===== config.mk =====
export PLATFORM = sky130hd
export DESIGN_NAME = logic_unit_nbit
export DESIGN_NICKNAME = d
export VERILOG_FILES = /design/src/rtl/logic_unit_pkg.sv /design/src/rtl/logic_slice.sv /design/src/rtl/logic_unit_nbit.sv
export SDC_FILE = /design/constraint.sdc
export NUM_CORES = 1
export LEC_CHECK = 0
export ABC_AREA = 1
export CORE_AREA = 3 3 117 119
export CTS_BUF_LIST = sky130_fd_sc_hd__clkbuf_8
export DETAILED_ROUTE_END_ITERATION = 6
export DIE_AREA = 0 0 120 122
export PLACE_DENSITY = 0.66
export SYNTH_ARGS = -nofsm -noshare
export SYNTH_HDL_FRONTEND = slang
export SYNTH_HIERARCHICAL = 1
export SYNTH_SLANG_ARGS = --single-unit

===== constraint.sdc =====
create_clock -name clk -period 2.45 [get_ports clk]
set_input_delay 0.49 -clock clk [delete_from_list [all_inputs] [get_ports clk]]
set_output_delay 0.49 -clock clk [all_outputs]
set_load 0.02 [all_outputs]

===== src/rtl/logic_unit_pkg.sv =====
// logic_unit_pkg: op encodings, FSM states and counter sizing for logic_unit_nbit
package logic_unit_pkg;
  localparam logic [1:0] OP_AND = 2'b00;
  localparam logic [1:0] OP_OR  = 2'b01;
  localparam logic [1:0] OP_XOR = 2'b10;
  localparam logic [1:0] OP_NOR = 2'b11;
  typedef enum logic [1:0] {IDLE, BUSY, DONE} state_t;
  function automatic int cnt_width(input int width, input int slice);
    return (width / slice <= 1) ? 1 : $clog2(width / slice);
  endfunction
endpackage


===== src/rtl/logic_slice.sv =====
// logic_slice: combinational AND/OR/XOR/NOR of one SLICE-bit operand slice
module logic_slice import logic_unit_pkg::*; #(
  parameter int SLICE = 8
) (
  input  logic [1:0]       op,
  input  logic [SLICE-1:0] a,
  input  logic [SLICE-1:0] b,
  output logic [SLICE-1:0] y
);
  always_comb
    y = op == OP_AND ? a & b :
        op == OP_OR  ? a | b :
        op == OP_XOR ? a ^ b : ~(a | b);
endmodule


===== src/rtl/logic_unit_nbit.sv =====
// logic_unit_nbit: multi-cycle bitwise logic unit, one SLICE-bit slice per clock, LSB first.
// Define LOGIC_UNIT_PARITY_EN to add a registered parity output (XOR-reduction of result).
module logic_unit_nbit import logic_unit_pkg::*; #(
  parameter int WIDTH = 32,
  parameter int SLICE = 8
) (
  input  logic             clk,
  input  logic             rst_n,
  input  logic             start,
  input  logic [1:0]       op,
  input  logic [WIDTH-1:0] value1,
  input  logic [WIDTH-1:0] value2,
  output logic             ready,
  output logic             done,
  output logic [WIDTH-1:0] result,
  output logic             zero
`ifdef LOGIC_UNIT_PARITY_EN
  ,
  output logic             parity
`endif
);
  localparam int N  = WIDTH / SLICE;
  localparam int CW = cnt_width(WIDTH, SLICE);
  state_t state, state_nx;
  logic [CW-1:0] cnt;
  logic [1:0] op_q;
  logic [WIDTH-1:0] a_q, b_q, res_nx;
  logic [SLICE-1:0] a_s, b_s, y;
  logic accept, last;
  assign ready  = state != BUSY;
  assign done   = state == DONE;
  assign accept = start && ready;
  assign last   = cnt == CW'(N - 1);
  assign a_s    = SLICE'(a_q >> (SLICE * cnt));
  assign b_s    = SLICE'(b_q >> (SLICE * cnt));
  // upper slices are still zero from the accept clear, so OR-in places slice k
  assign res_nx = result | (WIDTH'(y) << (SLICE * cnt));
  logic_slice #(.SLICE(SLICE)) u_slice (.op(op_q), .a(a_s), .b(b_s), .y(y));
  always_comb
    state_nx = state == BUSY ? (last ? DONE : BUSY) : (accept ? BUSY : IDLE);
  always_ff @(posedge clk) begin
    if (!rst_n) begin
      state  <= IDLE;
      cnt    <= '0;
      op_q   <= '0;
      a_q    <= '0;
      b_q    <= '0;
      result <= '0;
      zero   <= 1'b0;
`ifdef LOGIC_UNIT_PARITY_EN
      parity <= 1'b0;
`endif
    end else begin
      state <= state_nx;
      if (accept) begin
        op_q   <= op;
        a_q    <= value1;
        b_q    <= value2;
        cnt    <= '0;
        result <= '0;
        zero   <= 1'b0;
`ifdef LOGIC_UNIT_PARITY_EN
        parity <= 1'b0;
`endif
      end else if (state == BUSY) begin
        result <= res_nx;
        cnt    <= last ? '0 : cnt + 1'b1;
        if (last) zero <= ~|res_nx;
`ifdef LOGIC_UNIT_PARITY_EN
        parity <= parity ^ (^y);
`endif
      end
    end
  end
endmodule


## After elaboration in Yosys (flattened, before gate mapping)

Index checks and enable logic that the tools add are counted.
W data, S select, Z words.

- Word-level logic and storage cells: 36
- Bits in registers: 103
- Input bits: 69

- Equal/unequal tests: 6
- Multiplexer cells: 7
- Add/sub/neg operators: 1
- Reductions and logical operators: 6
- Shift-type cells: 3
- Bitwise logic cells: 6

Operator list:

| operator | count |
|---|---|
| $shr A32 B5 Y8 | 2 |
| $or A32 B32 Y32 | 1 |
| $reduce_or A32 Y1 | 1 |
| $shl A8 B5 Y32 | 1 |
| $mux W8 | 3 |
| $and A8 B8 Y8 | 1 |
| $not A8 Y8 | 1 |
| $or A8 B8 Y8 | 1 |
| $xor A8 B8 Y8 | 1 |
| $eq A2 B2 Y1 const B | 3 |
| $mux W2 | 3 |
| $eq A2 B1 Y1 const B | 2 |
| $add A2 B1 Y2 const B | 1 |
| $logic_not A2 Y1 | 1 |
| $ne A2 B1 Y1 const B | 1 |
| $reduce_and A2 Y1 | 1 |
| $reduce_or A2 Y1 | 1 |
| $logic_and A1 B1 Y1 | 1 |
| $logic_not A1 Y1 | 1 |
| $mux W1 | 1 |
| $not A1 Y1 | 1 |

## Logic depth before layout (Yosys ltp)

- Depth after elaboration: 10
- Depth in mapped cells: 20
- Gate-level depth less buffers: 17

## By module

The synthesis kept the hierarchy.

Modules (own cells, without submodules):

| module | sequential area each (um^2) | times used | cells each | area an instance (um^2) |
|---|---|---|---|---|
| logic_unit_nbit | 2062.0 | 1 | 645 | 4395.5 |
| logic_slice | 0.0 | 1 | 111 | 659.4 |

## Worst setup path before layout

No wires, ideal clock.

- Path kind: register to register
- Start: register cnt[1]
- End: register zero
- Slack: -0.003 ns
- Data arrival time: 2.383 ns
- Stages on the path, launching flop included: 19
- Clock period less this slack: 2.453 ns
- Required time: 2.380 ns
- Cells stage by stage: dfxtp_1 buf_4 inv_2 buf_2 clkbuf_1 o21ai_0 o22ai_1 inv_1 ha_1 or2_0 nand2_1 nand2_1 nand3_1 nand2_1 nor2_1 nand2_1 nor2_1 nand3_1 a21oi_1

- Word-level cells in the longest chain between the ends: 10
- Elaborated cells between the ends (all ways): 15
- Classes of those cells: eq/ne (1); shift (3); mux (3); bitwise (5); reduce/logical (3)

Ends and longest elaborated chain:

| what | RTL line | RTL |
|---|---|---|
| from (decl) | logic_unit_nbit.sv:25 | `logic [CW-1:0] cnt;` |
| from (signal assigned) | logic_unit_nbit.sv:67 | `cnt <= last ? '0 : cnt + 1'b1;` |
| $shr A32 B5 Y8 * | logic_unit_nbit.sv:34 | `assign a_s = SLICE'(a_q >> (SLICE * cnt));` |
| via a_s[4] | logic_unit_nbit.sv:28 | `logic [SLICE-1:0] a_s, b_s, y;` |
| $or A8 B8 Y8 | logic_slice.sv:12, logic_slice.sv:13 |  |
| $not A8 Y8 | logic_slice.sv:13 | `op == OP_XOR ? a ^ b : ~(a \| b);` |
| $mux W8 | logic_slice.sv:13 |  |
| $mux W8 | logic_slice.sv:12 | `op == OP_OR ? a \| b :` |
| $mux W8 * | logic_slice.sv:11 | `y = op == OP_AND ? a & b :` |
| via y[4] | logic_unit_nbit.sv:28 |  |
| $shl A8 B5 Y32 * | logic_unit_nbit.sv:37 | `assign res_nx = result \| (WIDTH'(y) << (SLICE * cnt));` |
| $or A32 B32 Y32 * | logic_unit_nbit.sv:37 |  |
| $reduce_or A32 Y1 * | logic_unit_nbit.sv:68 | `if (last) zero <= ~\|res_nx;` |
| $logic_not A1 Y1 * | logic_unit_nbit.sv:68 |  |
| to (signal assigned) | logic_unit_nbit.sv:68 |  |
| to (decl) | logic_unit_nbit.sv:16 | `output logic zero` |

The timed path passes the listed nets; every way through them passes the cells marked *.
A chain may end at the register's enable or synchronous reset.

## Worst setup path in the final report

- Start: register cnt[0]
- End: register zero

- Word-level cells in the longest chain between the ends: 10
- Elaborated cells between the ends (all ways): 15
- Classes of those cells: eq/ne (1); shift (3); mux (3); bitwise (5); reduce/logical (3)

Ends and longest elaborated chain:

| what | RTL line | RTL |
|---|---|---|
| $shr A32 B5 Y8 * | logic_unit_nbit.sv:35 | `assign b_s = SLICE'(b_q >> (SLICE * cnt));` |
| via b_s[3] | logic_unit_nbit.sv:28 |  |
| $or A8 B8 Y8 | logic_slice.sv:12, logic_slice.sv:13 |  |
| $not A8 Y8 | logic_slice.sv:13 |  |
| $mux W8 | logic_slice.sv:13 |  |
| $mux W8 | logic_slice.sv:12 |  |
| $mux W8 * | logic_slice.sv:11 |  |
| via y[3] | logic_unit_nbit.sv:28 |  |
| $shl A8 B5 Y32 * | logic_unit_nbit.sv:37 |  |
| $or A32 B32 Y32 * | logic_unit_nbit.sv:37 |  |
| $reduce_or A32 Y1 * | logic_unit_nbit.sv:68 |  |
| $logic_not A1 Y1 * | logic_unit_nbit.sv:68 |  |

Marks and branches as above.

==> reports/summary.txt <==
Mapped Nets: 850
root buf cell: clkbuf_8
Ant. Diodes: 0
RSZ-0062 raised after global routing: true
global route overflow: 0
Die Area: 14,600 um^2
worst-skew pair later-pin latency: 0.38 ns
Mapped Area: 5050 um^2
Max stage delay on crit path: 0.41 ns
initial antenna violation count: 0
Final HPWL DP: 10,100 um
Slew Limit Fails: 0
Seq/Total Area, Yosys: 40.8%
Die Height: 122 um
crit path launch type: flop
CP endpoint kind: flop
Final Cycle Share: 97.8%
fill count: 1,235
Slew @ Worst Pin: 0.580 ns
vias: 5,106
CP bufs+invs: 3
number of DRC markers in iteration 0: 273
FF-to-FF End: zero
CTS H-tree lvls: 3
slowest CP cell: dfxtp_4
most numerous cell in the Yosys netlist: nor2_1
multi-input logic area: 2870 um^2
CTS tree: done
vias in the first global route: 4,656
synth top area cells: dfxtp_1 41%, nor2_1 22%, o21ai_0 10%, ha_1 6.2%, nand2_1 4.7%
number of top-level pins: 104
chip width: 120 um
run status: complete, no violations
Nets: 999
critical path arrival: 2.71 ns
f_max: 417 MHz
minimum clock period: 2.40 ns
reg2reg path depth: 16
VDD IR-drop max: 376 uV
Worst-path clk slew: 0.10 ns
worst path cell trace: buf_6, buf_6, o21ai_1, o22ai_2, inv_2, ha_1, or2_0, nand2_1, nand2_2, nand3_2, nand2_1, nor2_1, nand2_1, nor2_1, nand3_1, a21oi_1
Rel. slew slack: 61.2%
area delta synth->final: 45.0%
reg-to-reg critical path startpoint: cnt[0]
Yosys top cell by area: dfxtp_1
total track usage: 18.7%
Post-synth EDFFs: 0
largest net degree at the start of global routing: 49
ys flop type: dfxtp_1
detailed-route wire length: 13,800 um
worst hold start: b_q[11]
synth cell count leaders: 293 x nor2_1, 103 x dfxtp_1, 103 x o21ai_0
CP Data Required Time: 2.76 ns
DRT Pass-1 Iters: 4
TritonCTS Buffers: 9
Buffers on Ports: 103
Layout Cells excl Fill: 1,082
final setup vio count: 0
antenna viol nets, final: 0
final core occ: 57.9%
register area: 2070 um^2
DRC: 0
FP Rows: 41
Post-synth ARST share: 0%
# hold bufs at CTS: 0
clk_skew: 0.0104 ns
endpoints failing hold: 0
core box area: 12,700 um^2
CTS Buffer Depth: 2
Yosys cell types: 20
Yosys reg bits: 103
share of layout cells above drive strength 1: 18.4%
Hold Path Sink: b_q[11]
Hold Path Stages: 2
dpl cells: 1,054
Yosys warnings: 6
Top Family by Delay on Critical Path: simple AND/OR/NAND/NOR gates
# clock sinks: 103
leakage power total: 3.16 nW
Crit Path Class: reg -> reg
Syn Inst Count: 756
worst-path maximum fanout: 4
Synth top area share: 40.8%
worst hold path type: reg -> reg
Wirelength per Cell: 12.8 um
Syn Area/Cell: 6.69 um^2
initial core utilization: 39.9%
reg2reg setup slack: 0.05 ns
DR vias/cell: 4.72
gpl congestion: 0.903
power density cells: 557 nW/um^2
first-pass GRT wire length: 22,100 um
Most Frequent Cell on Critical Path: nand2_1
max-cap viol count: 0
[worst max path at each step]
| stage | from | end | slack [ns] | cells past startpoint |
|---|---|---|---|---|
| 3_3_place_gp | cnt[0] | zero | -0.04 | 17 |
| 3_5_place_dp | cnt[0] | zero | -0.13 | 16 |
| 4_1_cts | cnt[0] | zero | 0.009 | 16 |
| 2_1_floorplan | cnt[1] | zero | 0.04 | 17 |
| 6_report | cnt[0] | zero | 0.05 | 16 |
| 5_1_grt | cnt[0] | zero | -0.11 | 16 |
[cells in the final DEF, fill, tap and decap left out]
cell	instances
nand4_1	1
ha_4	1
dfxtp_4	2
nand2_1	54
bufinv_16	2
o21ai_0	88
clkdlybuf4s50_1	102
buf_12	7
buf_2	1
or2_0	2
o21ai_1	17
buf_16	1
clkbuf_8	11
dfxtp_1	101
a211oi_1	1
o22ai_1	2
nor2_1	293
inv_2	10
o21ai_2	1
a21oi_1	4
nand2_4	4
inv_4	1
inv_6	1
inv_8	1
nand3_1	16
nand3_2	29
nand2_2	9
buf_4	64
inv_1	38
buf_6	7
ha_1	24
clkinvlp_4	1
o22ai_2	14
[routing by layer]
layer / track usage [%] / share of wire [%] / routed length (um) / vias up
met5: 0 / 0 / 0 / -
met2: 30.1 / 46 / 6370 / 113
met3: 4.18 / 4.2 / 578 / 21
met4: 6.16 / 2.4 / 335 / 0
li1: - / - / - / 2700
met1: 24.9 / 47 / 6530 / 2272
[report_power, final]
group | leakage [nW] | total (mW) | internal (mW) | switching [mW]
combinational | 2.19 | 1.02 | 0.479 | 0.540
sequential | 0.848 | 1.84 | 1.77 | 0.0663
clock | 0.117 | 1.23 | 0.632 | 0.594
total | 3.16 | 4.08 | 2.88 | 1.20
[final cells by class]
| class | count | area share, % |
|---|---|---|
| tap | 172 | 2.94 |
| clock buffer | 11 | 2.07 |
| inverter | 49 | 2.65 |
| multi-input combinational | 560 | 39.1 |
| sequential | 103 | 28.2 |
| timing repair buffer | 182 | 23.9 |
| clock inverter | 5 | 1.09 |
[worst reg2reg max path, stage by stage, from the launching register on]
cell     delay [ns]
dfxtp_4        0.41
buf_6          0.13
buf_6          0.10
o21ai_1        0.08
o22ai_2        0.25
inv_2          0.07
ha_1           0.26
or2_0          0.19
nand2_1        0.07
nand2_2        0.10
nand3_2        0.10
nand2_1        0.05
nor2_1         0.12
nand2_1        0.07
nor2_1         0.10
nand3_1        0.09
a21oi_1        0.13
[metrics by stage]
step	power (mW)	instance area [um^2]	worst slack, ns	setup TNS, ns	hold WS, ns
final	4.08	7330	0.0545	0	0.490
after global routing	4.33	7330	-0.115	-0.337	0.515
after CTS	4.00	6990	0.00897	0	0.491
after detailed placement	2.75	6650	-0.127	-0.127	0.466
after global placement	2.74	6650	-0.0355	-0.0355	0.457
after floorplan	2.37	5060	0.0432	0	0.450
[cell families after synthesis]
logic type	count (synthesis)	share of synthesized area (%)
DFF	103	40.8
buffers and inverters	93	8.24
adders and majority gates	25	6.19
AOI/OAI and AO/OA	127	13.0
and+or+nand+nor	408	31.8
[sequential cells by signal, summed over array words and instances, names as in the netlist]
name	cells
op_q	2
cnt	2
state	2
zero	1
result	32
b_q	32
a_q	32
[repair_timing]
action,in CTS,in global routing
endpoints found under the setup margin,1,20
buffers inserted,3,8
pin swaps,2,50
gates cloned,1,0
resized for setup,11,84
Note: power is estimated with default switching activity, not from simulation.
